`config.mk`:
```
export PLATFORM = sky130hd
export DESIGN_NAME = avmm_config_master
export DESIGN_NICKNAME = d
export VERILOG_FILES = /design/src/rtl/avmm_cfg_pkg.sv /design/src/rtl/avmm_config_master.sv
export SDC_FILE = /design/constraint.sdc
export NUM_CORES = 1
export LEC_CHECK = 0
export CAP_MARGIN = 0
export CORE_MARGIN = 4
export CORE_UTILIZATION = 40
export DETAILED_ROUTE_END_ITERATION = 16
export PLACE_DENSITY = 0.9
export SETUP_SLACK_MARGIN = 0.15
export SLEW_MARGIN = 10
export SYNTH_ARGS = -nofsm -noshare
export SYNTH_HDL_FRONTEND = slang
export SYNTH_SLANG_ARGS = --single-unit
```
`constraint.sdc`:
```
create_clock -name clk -period 4.55 [get_ports clk]
set_input_delay 0.91 -clock clk [delete_from_list [all_inputs] [get_ports clk]]
set_output_delay 0.91 -clock clk [all_outputs]
set_load 0.1 [all_outputs]
```
`src/rtl/avmm_cfg_pkg.sv`:
```
// Shared FSM state type, default widths and a counter-sizing helper for the
// Avalon-MM configuration master.
package avmm_cfg_pkg;

  localparam int unsigned DEF_REG_WIDTH  = 32;
  localparam int unsigned DEF_ADDR_WIDTH = 4;

  typedef enum logic [1:0] {
    IDLE,
    REQ,
    RDWAIT,
    RESP
  } state_t;

  // Bits needed to hold every value 0..max_val, never less than one.
  function automatic int unsigned cnt_width(input int unsigned max_val);
    return (max_val < 2) ? 1 : $clog2(max_val + 1);
  endfunction

endpackage

```
`src/rtl/avmm_config_master.sv`:
```
// Single-outstanding Avalon-MM master that turns a command/response stream
// into fixed-latency register reads and writes, with a waitrequest timeout.
module avmm_config_master
  import avmm_cfg_pkg::*;
#(
  parameter int unsigned REG_WIDTH    = DEF_REG_WIDTH,
  parameter int unsigned ADDR_WIDTH   = DEF_ADDR_WIDTH,
  parameter int unsigned READ_LATENCY = 1,
  parameter int unsigned TIMEOUT      = 255
) (
  input  logic                  clk,
  input  logic                  rst,
  input  logic                  cmd_valid,
  output logic                  cmd_ready,
  input  logic                  cmd_write,
  input  logic [ADDR_WIDTH-1:0] cmd_addr,
  input  logic [REG_WIDTH-1:0]  cmd_wdata,
  output logic                  rsp_valid,
  input  logic                  rsp_ready,
  output logic [REG_WIDTH-1:0]  rsp_rdata,
  output logic                  rsp_err,
  output logic                  avm_write,
  output logic                  avm_read,
  output logic [ADDR_WIDTH-1:0] avm_addr,
  output logic [REG_WIDTH-1:0]  avm_writedata,
  input  logic [REG_WIDTH-1:0]  avm_readdata,
  input  logic                  avm_waitrequest,
  output logic                  busy
);

  localparam int unsigned STALL_W = cnt_width(TIMEOUT);
  localparam int unsigned LAT_W   = cnt_width(READ_LATENCY);

  localparam logic [STALL_W-1:0] STALL_LAST = STALL_W'(TIMEOUT - 1);
  localparam logic [STALL_W-1:0] STALL_MAX  = STALL_W'(TIMEOUT);
  localparam logic [STALL_W-1:0] STALL_ONE  = STALL_W'(1);
  localparam logic [LAT_W-1:0]   LAT_LAST   = LAT_W'(READ_LATENCY - 1);
  localparam logic [LAT_W-1:0]   LAT_ONE    = LAT_W'(1);

  state_t state, state_nxt;

  logic                  req_write;
  logic [ADDR_WIDTH-1:0] req_addr;
  logic [REG_WIDTH-1:0]  req_wdata;
  logic [STALL_W-1:0]    stall_cnt;
  logic [LAT_W-1:0]      lat_cnt;
  logic [REG_WIDTH-1:0]  rdata_q;
  logic                  err_q;

  logic cmd_fire;
  logic xfer_done;
  logic xfer_timeout;
  logic lat_done;

  assign cmd_fire     = (state == IDLE) && cmd_valid;
  assign xfer_done    = (state == REQ) && !avm_waitrequest;
  // The TIMEOUT-th stalled cycle is the last one the strobe is held.
  assign xfer_timeout = (state == REQ) && avm_waitrequest && (stall_cnt == STALL_LAST);
  assign lat_done     = (state == RDWAIT) && (lat_cnt == LAT_LAST);

  // NOTE: sequential state uses non-blocking (<=) so every flop samples
  // pre-edge values regardless of statement order.
  always_ff @(posedge clk) begin
    if (rst) state <= IDLE;
    else     state <= state_nxt;
  end

  // NOTE: every combinational output gets a default first; a path that
  // leaves one unassigned would infer a latch.
  always_comb begin
    state_nxt = state;
    case (state)
      IDLE:    if (cmd_valid) state_nxt = REQ;
      REQ: begin
        if (xfer_done)         state_nxt = req_write ? RESP : RDWAIT;
        else if (xfer_timeout) state_nxt = RESP;
      end
      RDWAIT:  if (lat_done)  state_nxt = RESP;
      RESP:    if (rsp_ready) state_nxt = IDLE;
      default: state_nxt = IDLE;
    endcase
  end

  always_comb begin
    cmd_ready = 1'b0;
    busy      = 1'b1;
    avm_write = 1'b0;
    avm_read  = 1'b0;
    rsp_valid = 1'b0;
    case (state)
      IDLE: begin
        cmd_ready = 1'b1;
        busy      = 1'b0;
      end
      REQ: begin
        avm_write = req_write;
        avm_read  = !req_write;
      end
      RESP:    rsp_valid = 1'b1;
      default: ;
    endcase
  end

  assign avm_addr      = req_addr;
  assign avm_writedata = req_wdata;
  assign rsp_rdata     = rdata_q;
  assign rsp_err       = err_q;

  // Command capture, stall/latency counters and the response registers.
  // Response data is cleared at accept so writes and timeouts return zero.
  always_ff @(posedge clk) begin
    if (rst) begin
      req_write <= 1'b0;
      req_addr  <= '0;
      req_wdata <= '0;
      stall_cnt <= '0;
      lat_cnt   <= '0;
      rdata_q   <= '0;
      err_q     <= 1'b0;
    end else begin
      if (cmd_fire) begin
        req_write <= cmd_write;
        req_addr  <= cmd_addr;
        req_wdata <= cmd_wdata;
        stall_cnt <= '0;
        rdata_q   <= '0;
        err_q     <= 1'b0;
      end
      if ((state == REQ) && avm_waitrequest && (stall_cnt != STALL_MAX))
        stall_cnt <= stall_cnt + STALL_ONE;
      if (xfer_done)
        lat_cnt <= '0;
      else if ((state == RDWAIT) && !lat_done)
        lat_cnt <= lat_cnt + LAT_ONE;
      if (lat_done)
        rdata_q <= avm_readdata;
      if (xfer_timeout)
        err_q <= 1'b1;
    end
  end

endmodule

```
# ---- Word level (Yosys, flattened, before mapping)
# Index checks and enable logic that the tools add are counted.
dict set report classes {
  bitwise_logic 1
  n_addsub 2
  n_eq_ne 9
  reduce_logical 16
  n_mux 18
}
# op n
set op_table {}
lappend op_table {{32-bit two-way mux} 2}
lappend op_table {{8-bit two-way mux} 2}
lappend op_table {{2-bit two-way mux} 5}
lappend op_table {{8-bit by 1-bit adder with 8-bit output, second input constant} 1}
lappend op_table {{8-bit == test, second input constant} 1}
lappend op_table {{1-bit two-way mux} 8}
lappend op_table {{8-bit inequality test, second input constant} 1}
lappend op_table {{2-bit case mux with 4 select lines} 1}
lappend op_table {{1-bit logical AND} 7}
lappend op_table {{2-bit inequality test, second input constant} 3}
lappend op_table {{2-bit nonzero test} 3}
lappend op_table {{2-bit == test, second input constant} 2}
lappend op_table {{4-bit AND reduction} 1}
lappend op_table {{1-bit zero test} 3}
lappend op_table {{3-bit inequality test, second input constant} 1}
lappend op_table {{2-bit by 1-bit == test with 1-bit output, second input constant} 1}
lappend op_table {{2-bit zero test} 1}
lappend op_table {{2-bit OR reduction} 1}
lappend op_table {{1-bit adder, second input constant} 1}
lappend op_table {{1-bit NOT} 1}
dict set report word_totals {
  elab_cells 54
  regBits 81
  in_bits 74
  output_inout_bits 74
}

# ---- Depth between registers and ports, before layout
# Gate-level depths: netlist (run 1).
dict set report logic_depth {
  depth_word 6
  ltp_mapped 8
  mapped_depth_nobuf 6
}

# ---- Worst setup path after synthesis (run 1)
# Ideal clock, no wire load.
dict set report synth_timing {
  kind {register -> output}
  from {register state[0]}
  to {output busy}
  stages_incl_launch_ff 4
  t_required_ps 3640
  n_path_buf 0
  arrival_ps 1971
  path_slack_ps 1669
  cell_sequence {dfxtp_1 > inv_1 > ha_1 > inv_1}
}
dict set report synth_via {
  elab_chain_cells 2
}
# item line_no
set synth_rtl {}
lappend synth_rtl {{start: declaration} avmm_config_master.sv:40} ;# state_t state, state_nxt;
lappend synth_rtl {{start signal: assignment} avmm_config_master.sv:65} ;# else state <= state_nxt;
lappend synth_rtl {{2-bit zero test} avmm_config_master.sv:90} ;# case (state)
lappend synth_rtl {{1-bit two-way mux} avmm_config_master.sv:90}
lappend synth_rtl {{end: declaration} avmm_config_master.sv:28} ;# output logic busy
# No other way between the ends.

# ---- Final worst setup path (run 1)
dict set report layout_timing {
  from {register state[1]}
  to {output avm_read}
}
dict set report layout_via {
  elab_chain_cells 2
}
# item line_no
set layout_rtl {}
lappend layout_rtl {{2-bit by 1-bit == test with 1-bit output} avmm_config_master.sv:90}
lappend layout_rtl {{1-bit two-way mux} avmm_config_master.sv:90}
lappend layout_rtl {{end: declaration} avmm_config_master.sv:23} ;# output logic avm_read,
# No other way between the ends.

==> impl_metrics.tcl, run 1 <==
set metrics [dict create \
    worstPathBufferInverterCount 2 \
    clock_tree_from_tritoncts "done" \
    synth.most_common_cell "sky130_fd_sc_hd__nand2_1" \
    setup_violations 0 \
    grt_util_all_layers 0.193 \
    hold_buffers 0 \
    worst-slew-pin-transition_ns 1.01 \
    timing.critical_path.required_ns 3.64 \
    die-width_um 95.5 \
    worstHoldPathType "flip-flop to flip-flop" \
    postSynthNetCount 440 \
    number_of_enable_type_register_cells_in_the_synthesized_netlist 0 \
    worst-r2r-setup-slack_ns 2.39 \
    number_of_antenna_violations_at_the_first_check_in_global_routing 0 \
    drt-total-wl_mm 8.80 \
    setup_tns_ns 0 \
    upper_clock_frequency_limit_mhz 302 \
    synth_area_sq_um 3060 \
    drive_above_1_share 0.0521 \
    cts-root-to-sink-buffers 2 \
    worst_setup_path_startpoint "state[1]$_SDFFE_PP0P_" \
    power_leakage_nw 1.73 \
    post-synth-top-area-fraction 0.529 \
    post-route-min-period_ns 3.31 \
    drtIter0Drc 141 \
    number_of_iterations_in_the_first_detailed_routing_pass 4 \
    postSynthRegisterBits 81 \
    crit_slowest_cell "sky130_fd_sc_hd__clkdlybuf4s50_1" \
    synth_area_leaders "sky130_fd_sc_hd__dfxtp_1, sky130_fd_sc_hd__nand2_1, sky130_fd_sc_hd__a22oi_1" \
    max-slew-margin-rel 0.323 \
    cts_root_buffer "sky130_fd_sc_hd__clkbuf_8" \
    max_cap_viol_count 0 \
    areaGrowthSynthToFinish_pct 55.2 \
    grt_remaining_overflow 0 \
    timing.hold.worst_path_depth 2 \
    crit_arrival_ns 2.40 \
    die_extent_in_y_um 95.5 \
    clkTransAtPathRegs_ns 0.09 \
    synthesis.yosys.warnings 0 \
    critical_path.max_fanout 5 \
    post_cts_buffers 0 \
    clock_latency_late_sink_ns 0.34 \
    pin_count_of_the_biggest_net_entering_global_routing 80 \
    place.port_buffers 147 \
    worstPathCellList "inv_1 > ha_1 > nor2b_1 > clkdlybuf4s50_1" \
    number_of_pins_exceeding_their_max_slew_limit_in_the_final_report 0 \
    synthTopCellsByCount "sky130_fd_sc_hd__nand2_1, sky130_fd_sc_hd__dfxtp_1, sky130_fd_sc_hd__a21oi_1" \
    placer_s_final_routability_congestion_estimate 0.758 \
    cts-htree-levels 3 \
    crit_path_end_kind "output port" \
    dp_hpwl_mm 6.22 \
    rr_startpoint "state[0]$_SDFFE_PP0P_" \
    antenna_cells_inserted 0 \
    cts_buffer_count 9 \
    drcViolationCount 0 \
    postCtsResizedCells 0 \
    hold_path_startpoint "avm_addr[0]$_SDFFE_PP0P_" \
    grt_first_pass_wirelength_mm 13.7 \
    num_vias 2995 \
    r2r-end "rsp_rdata[28]$_SDFFE_PP0P_" \
    worst_path_setup_slack_after_routing_ns 1.24 \
    initial_core_util 0.418 \
    power.ir.vdd_worst_mv 0.348 \
    power.density_cell_area_nw_per_um2 663 \
    num_rows 31 \
    final.setup_skew_ns 0.00789 \
    ys_types 38 \
    final_antenna_net_count 0 \
    vias_per_cell 5.01 \
    holdPathEnd "avm_addr[0]$_SDFFE_PP0P_" \
    timing.critical_path.slowest_cell_delay_ns 1.17 \
    post-synth-top-area-cell "sky130_fd_sc_hd__dfxtp_1" \
    post_synth_inst_count 359 \
    outcome "finished, final reports clean" \
    postSynth.topFlopCell "sky130_fd_sc_hd__dfxtp_1" \
    grt_pass1_vias 3001 \
    wl_per_cell_um 14.7 \
    worstRegToRegCells 6 \
    unrepaired_setup_endpoints_after_global_routing "false" \
    family_with_the_most_delay_on_the_worst_path "buffers and inverters" \
    io-pin-count 148 \
    timing_hold_violations_final 0 \
    period_share 0.727 \
    postSynth.asyncResetShare 0 \
    tritoncts_num_sinks 81 \
    criticalPathCategory "flip-flop to output port" \
    floorplan.die_area_sq_um 9120 \
    detailedPlace.worstSlack_ns 1.54 \
    timing.critical_path.from_type "flip-flop" \
    fin_nets 575 \
    core_region_area_sq_um 7330 \
    synth_sequential_area_ratio 0.529 \
    synth.avg_cell_area_sq_um 8.53 \
]
[flip-flops by register name (all words and copies together), names as in the netlist]
name	cells
state	2
avm_addr	4
avm_writedata	32
req_write	1
rsp_err	1
stall_cnt	8
rsp_rdata	32
lat_cnt	1
[placed cells by master, fill, tap and decap left out, drive strengths merged, types with 2 or more instances in the layout]
cell / Yosys / layout
buf: 9 / 4
nand3: 6 / 6
a21oi: 44 / 44
and2: 3 / 3
inv: 6 / 8
o21ai: 3 / 3
or3: 2 / 2
a211oi: 2 / 2
nor2b: 3 / 3
nand2b: 2 / 2
o211ai: 2 / 2
a31oi: 2 / 2
a22oi: 32 / 32
clkdlybuf4s50: 0 / 146
nor2: 37 / 37
clkbuf: 17 / 9
and4: 2 / 2
nand4: 2 / 2
a211o: 2 / 2
nand2: 82 / 82
clkinvlp: 0 / 2
dfxtp: 81 / 81
clkinv: 0 / 3
ha: 7 / 7
[final cells by class]
class,count,area [sq um]
Clock buffer,9,124
Multi-Input combinational cell,246,1320
Sequential cell,81,1620
Timing Repair Buffer,150,1490
Inverter,6,22.5
Tap cell,99,124
Clock inverter,7,53.8
Fill cell,572,2580
[tightest hold or removal path, stage by stage (launching register included)]
cell	delay, ns
sky130_fd_sc_hd__dfxtp_1	0.31
sky130_fd_sc_hd__nand2_1	0.05
sky130_fd_sc_hd__a21oi_1	0.05
[cell families after synthesis]
family                   Yosys count  share of synthesized area
AND/OR/NAND/NOR                  145                      0.202
buffers and inverters             32                     0.0445
AO/OA/AOI/OAI                     93                      0.192
multiplexers                       1                    0.00327
flip-flops                        81                      0.529
adder cells (fa/ha/maj)            7                     0.0286
[metrics by stage]
stage           util  hold slack [ns]  total power, mW  instance area [sq um]  std cells
6_report       0.649            0.459             3.15                   4750        598
5_1_grt        0.649            0.479             3.31                   4750        598
4_1_cts        0.648            0.461             3.18                   4750        598
3_5_place_dp   0.624            0.448             2.70                   4570        582
3_3_place_gp   0.623            0.441             2.67                   4570        582
2_1_floorplan      -            0.445             2.28                   3060        359
[where the power goes]
part | internal (mW) | switching (mW)
Clock | 0.203 | 0.268
Combinational | 0.427 | 1.35
Sequential | 0.832 | 0.0688
Total | 1.46 | 1.69
[routing by layer]
layer  track usage  up-vias  routed length [um]
met1         0.221     1366                3530
met3        0.0726       14                 877
met2         0.323      117                4230
met4        0.0782        0                 155
li1              -     1498                   -
met5             0        -                   0
[how the worst max path moves through the flow]
stage	slack [ns]	cells after the start	end
CTS	1.21	4	avm_read
finish	1.24	4	avm_read
global placement	1.66	5	rsp_rdata[28]$_SDFFE_PP0P_
global route	1.09	4	avm_read
floorplan	1.67	3	busy
detailed placement	1.54	5	rsp_rdata[28]$_SDFFE_PP0P_
(Power assumes the default switching activity.)
==> inputs of run 2 (changes only) <==
--- a/config.mk
+++ b/config.mk
@@ -7,9 +7,9 @@
 export LEC_CHECK = 0
 export CAP_MARGIN = 0
 export CORE_MARGIN = 4
-export CORE_UTILIZATION = 40
+export CORE_UTILIZATION = 36
 export DETAILED_ROUTE_END_ITERATION = 16
-export PLACE_DENSITY = 0.9
+export PLACE_DENSITY = 0.86
 export SETUP_SLACK_MARGIN = 0.15
 export SLEW_MARGIN = 10
 export SYNTH_ARGS = -nofsm -noshare
==> constraint.sdc (replaced) <==
create_clock -name clk -period 3 [get_ports clk]
set_input_delay 0.6 -clock clk [delete_from_list [all_inputs] [get_ports clk]]
set_output_delay 0.6 -clock clk [all_outputs]
set_load 0.1 [all_outputs]
==> impl_metrics.tcl, run 2 (synthesis gave the netlist of run 1 again) <==
set metrics [dict create \
    postPlaceCellArea_sq_um 4400 \
    hold_buffers 0 \
    vias_per_cell 4.97 \
    io-pin-count 148 \
    power_leakage_nw 1.88 \
    clock_tree_from_tritoncts "done" \
    cts-root-to-sink-buffers 2 \
    worstRegToRegCells 6 \
    die_extent_in_y_um 100 \
    timing.critical_path.required_ns 2.40 \
    final_antenna_net_count 0 \
    fillCellCount 745 \
    floorplan.die_area_sq_um 10000 \
    final.setup_skew_ns 0.00874 \
    timing.hold.worst_path_depth 2 \
    clkTransAtPathRegs_ns 0.08 \
    post-route-min-period_ns 2.21 \
    power.ir.vdd_worst_mv 0.490 \
    num_rows 33 \
    antenna_cells_inserted 0 \
    die-width_um 100 \
    max_cap_viol_count 0 \
    wl_per_cell_um 14.3 \
    post_cts_buffers 0 \
    initial_core_util 0.371 \
    areaGrowthSynthToFinish_pct 50.0 \
    outcome "finished, final reports clean" \
    setup_tns_ns 0 \
    final.hold.worst_slack_ns 0.457 \
    drive_above_1_share 0.204 \
    most_common_cell_after_layout_fill_and_taps_aside "sky130_fd_sc_hd__nand2_1" \
    cell_area_after_layout_sq_um 4590 \
    pin_count_of_the_biggest_net_entering_global_routing 42 \
    number_of_iterations_in_the_first_detailed_routing_pass 5 \
    setup_violations 0 \
    cts_root_buffer "sky130_fd_sc_hd__clkbuf_8" \
    place.port_buffers 147 \
    worstHoldPathType "flip-flop to flip-flop" \
    placer_s_final_routability_congestion_estimate 0.839 \
    grt_pass1_vias 2984 \
    num_vias 3013 \
    cts_buffer_count 9 \
    number_of_pins_exceeding_their_max_slew_limit_in_the_final_report 0 \
    grt_first_pass_wirelength_mm 14.1 \
    fin_nets 577 \
    power.density_cell_area_nw_per_um2 1040 \
    critical_path.max_fanout 5 \
    grt_remaining_overflow 0 \
    timing_hold_violations_final 0 \
    dp_hpwl_mm 6.38 \
    clock_latency_late_sink_ns 0.35 \
    seqCellArea_sq_um 1620 \
    timing.critical_path.from_type "flip-flop" \
    criticalPathCategory "flip-flop to output port" \
    number_of_antenna_violations_at_the_first_check_in_global_routing 0 \
    mostFrequentLayoutCells "sky130_fd_sc_hd__nand2_1, sky130_fd_sc_hd__dfxtp_1, sky130_fd_sc_hd__buf_4, sky130_fd_sc_hd__clkdlybuf4s50_1, sky130_fd_sc_hd__a21oi_1" \
    crit_path_end_kind "output port" \
    postCtsResizedCells 0 \
    crit_arrival_ns 1.61 \
    worst-slew-pin-transition_ns 0.727 \
    drtIter0Drc 138 \
    unrepaired_setup_endpoints_after_global_routing "false" \
    drt-total-wl_mm 8.69 \
    drcViolationCount 0 \
    grt_util_all_layers 0.172 \
    core_region_area_sq_um 8260 \
    tritoncts_num_sinks 81 \
    period_share 0.735 \
    upper_clock_frequency_limit_mhz 453 \
    max-slew-margin-rel 0.515 \
    multi_input_comb_area_sq_um 1320 \
    cts-htree-levels 3 \
]
==> run 2: cell count changes in the layout (fill, tap and decap cells not counted) <==
cell                              delta
sky130_fd_sc_hd__clkinv_2            -2
sky130_fd_sc_hd__inv_6               +1
sky130_fd_sc_hd__clkinv_4            +1
sky130_fd_sc_hd__buf_4              +76
sky130_fd_sc_hd__clkdlybuf4s50_1    -74
sky130_fd_sc_hd__nor2b_2             +1
sky130_fd_sc_hd__nor2b_4             -1
==> run 2: metrics by stage <==
| step | worst slack (ns) | utilization | instances | total power [mW] |
|---|---|---|---|---|
| 2_1_floorplan | 0.261 | - | 359 | 3.46 |
| 3_3_place_gp | 0.557 | 0.533 | 590 | 3.99 |
| 3_5_place_dp | 0.435 | 0.533 | 590 | 4.04 |
| 4_1_cts | 0.721 | 0.556 | 606 | 4.79 |
| 5_1_grt | 0.723 | 0.556 | 606 | 5.00 |
| 6_report | 0.794 | 0.556 | 606 | 4.76 |
==> run 2: critical path, stage by stage (launching register included) <==
cell and delay, ns:
sky130_fd_sc_hd__dfxtp_1 0.41, sky130_fd_sc_hd__inv_1 0.11, sky130_fd_sc_hd__ha_1 0.27, sky130_fd_sc_hd__and2_2 0.24
sky130_fd_sc_hd__buf_4 0.23
==> run 2: final timing paths <==
check | from | end | slack, ns
setup / recovery | state[1]$_SDFFE_PP0P_ | avm_write | 0.79
hold / removal | avm_writedata[19]$_SDFFE_PP0P_ | avm_writedata[19]$_SDFFE_PP0P_ | 0.46
setup reg to reg | state[1]$_SDFFE_PP0P_ | rsp_rdata[4]$_SDFFE_PP0P_ | 1.12
hold reg to reg | avm_writedata[19]$_SDFFE_PP0P_ | avm_writedata[19]$_SDFFE_PP0P_ | 0.46
==> run 2: final cells by class <==
class / instances / area share
multi-input combinational: 246 / 0.286
clock inverter: 7 / 0.0133
inverter: 6 / 0.00490
timing repair buffer: 152 / 0.287
sequential: 81 / 0.353
clock buffer: 9 / 0.0270
tap: 105 / 0.0286
==> run 2: per-layer routing <==
layer / share of wire / global-route usage / up-vias
met4: 0.022 / 0.0653 / 0
met3: 0.054 / 0.0396 / 19
li1: - / - / 1503
met2: 0.53 / 0.304 / 93
met5: 0 / 0 / -
met1: 0.40 / 0.202 / 1398
==> run 2: report_power, final <==
part	internal (mW)	total (mW)	switching, mW
registers	1.26	1.37	0.109
clock network	0.315	0.745	0.430
logic	0.590	2.64	2.05
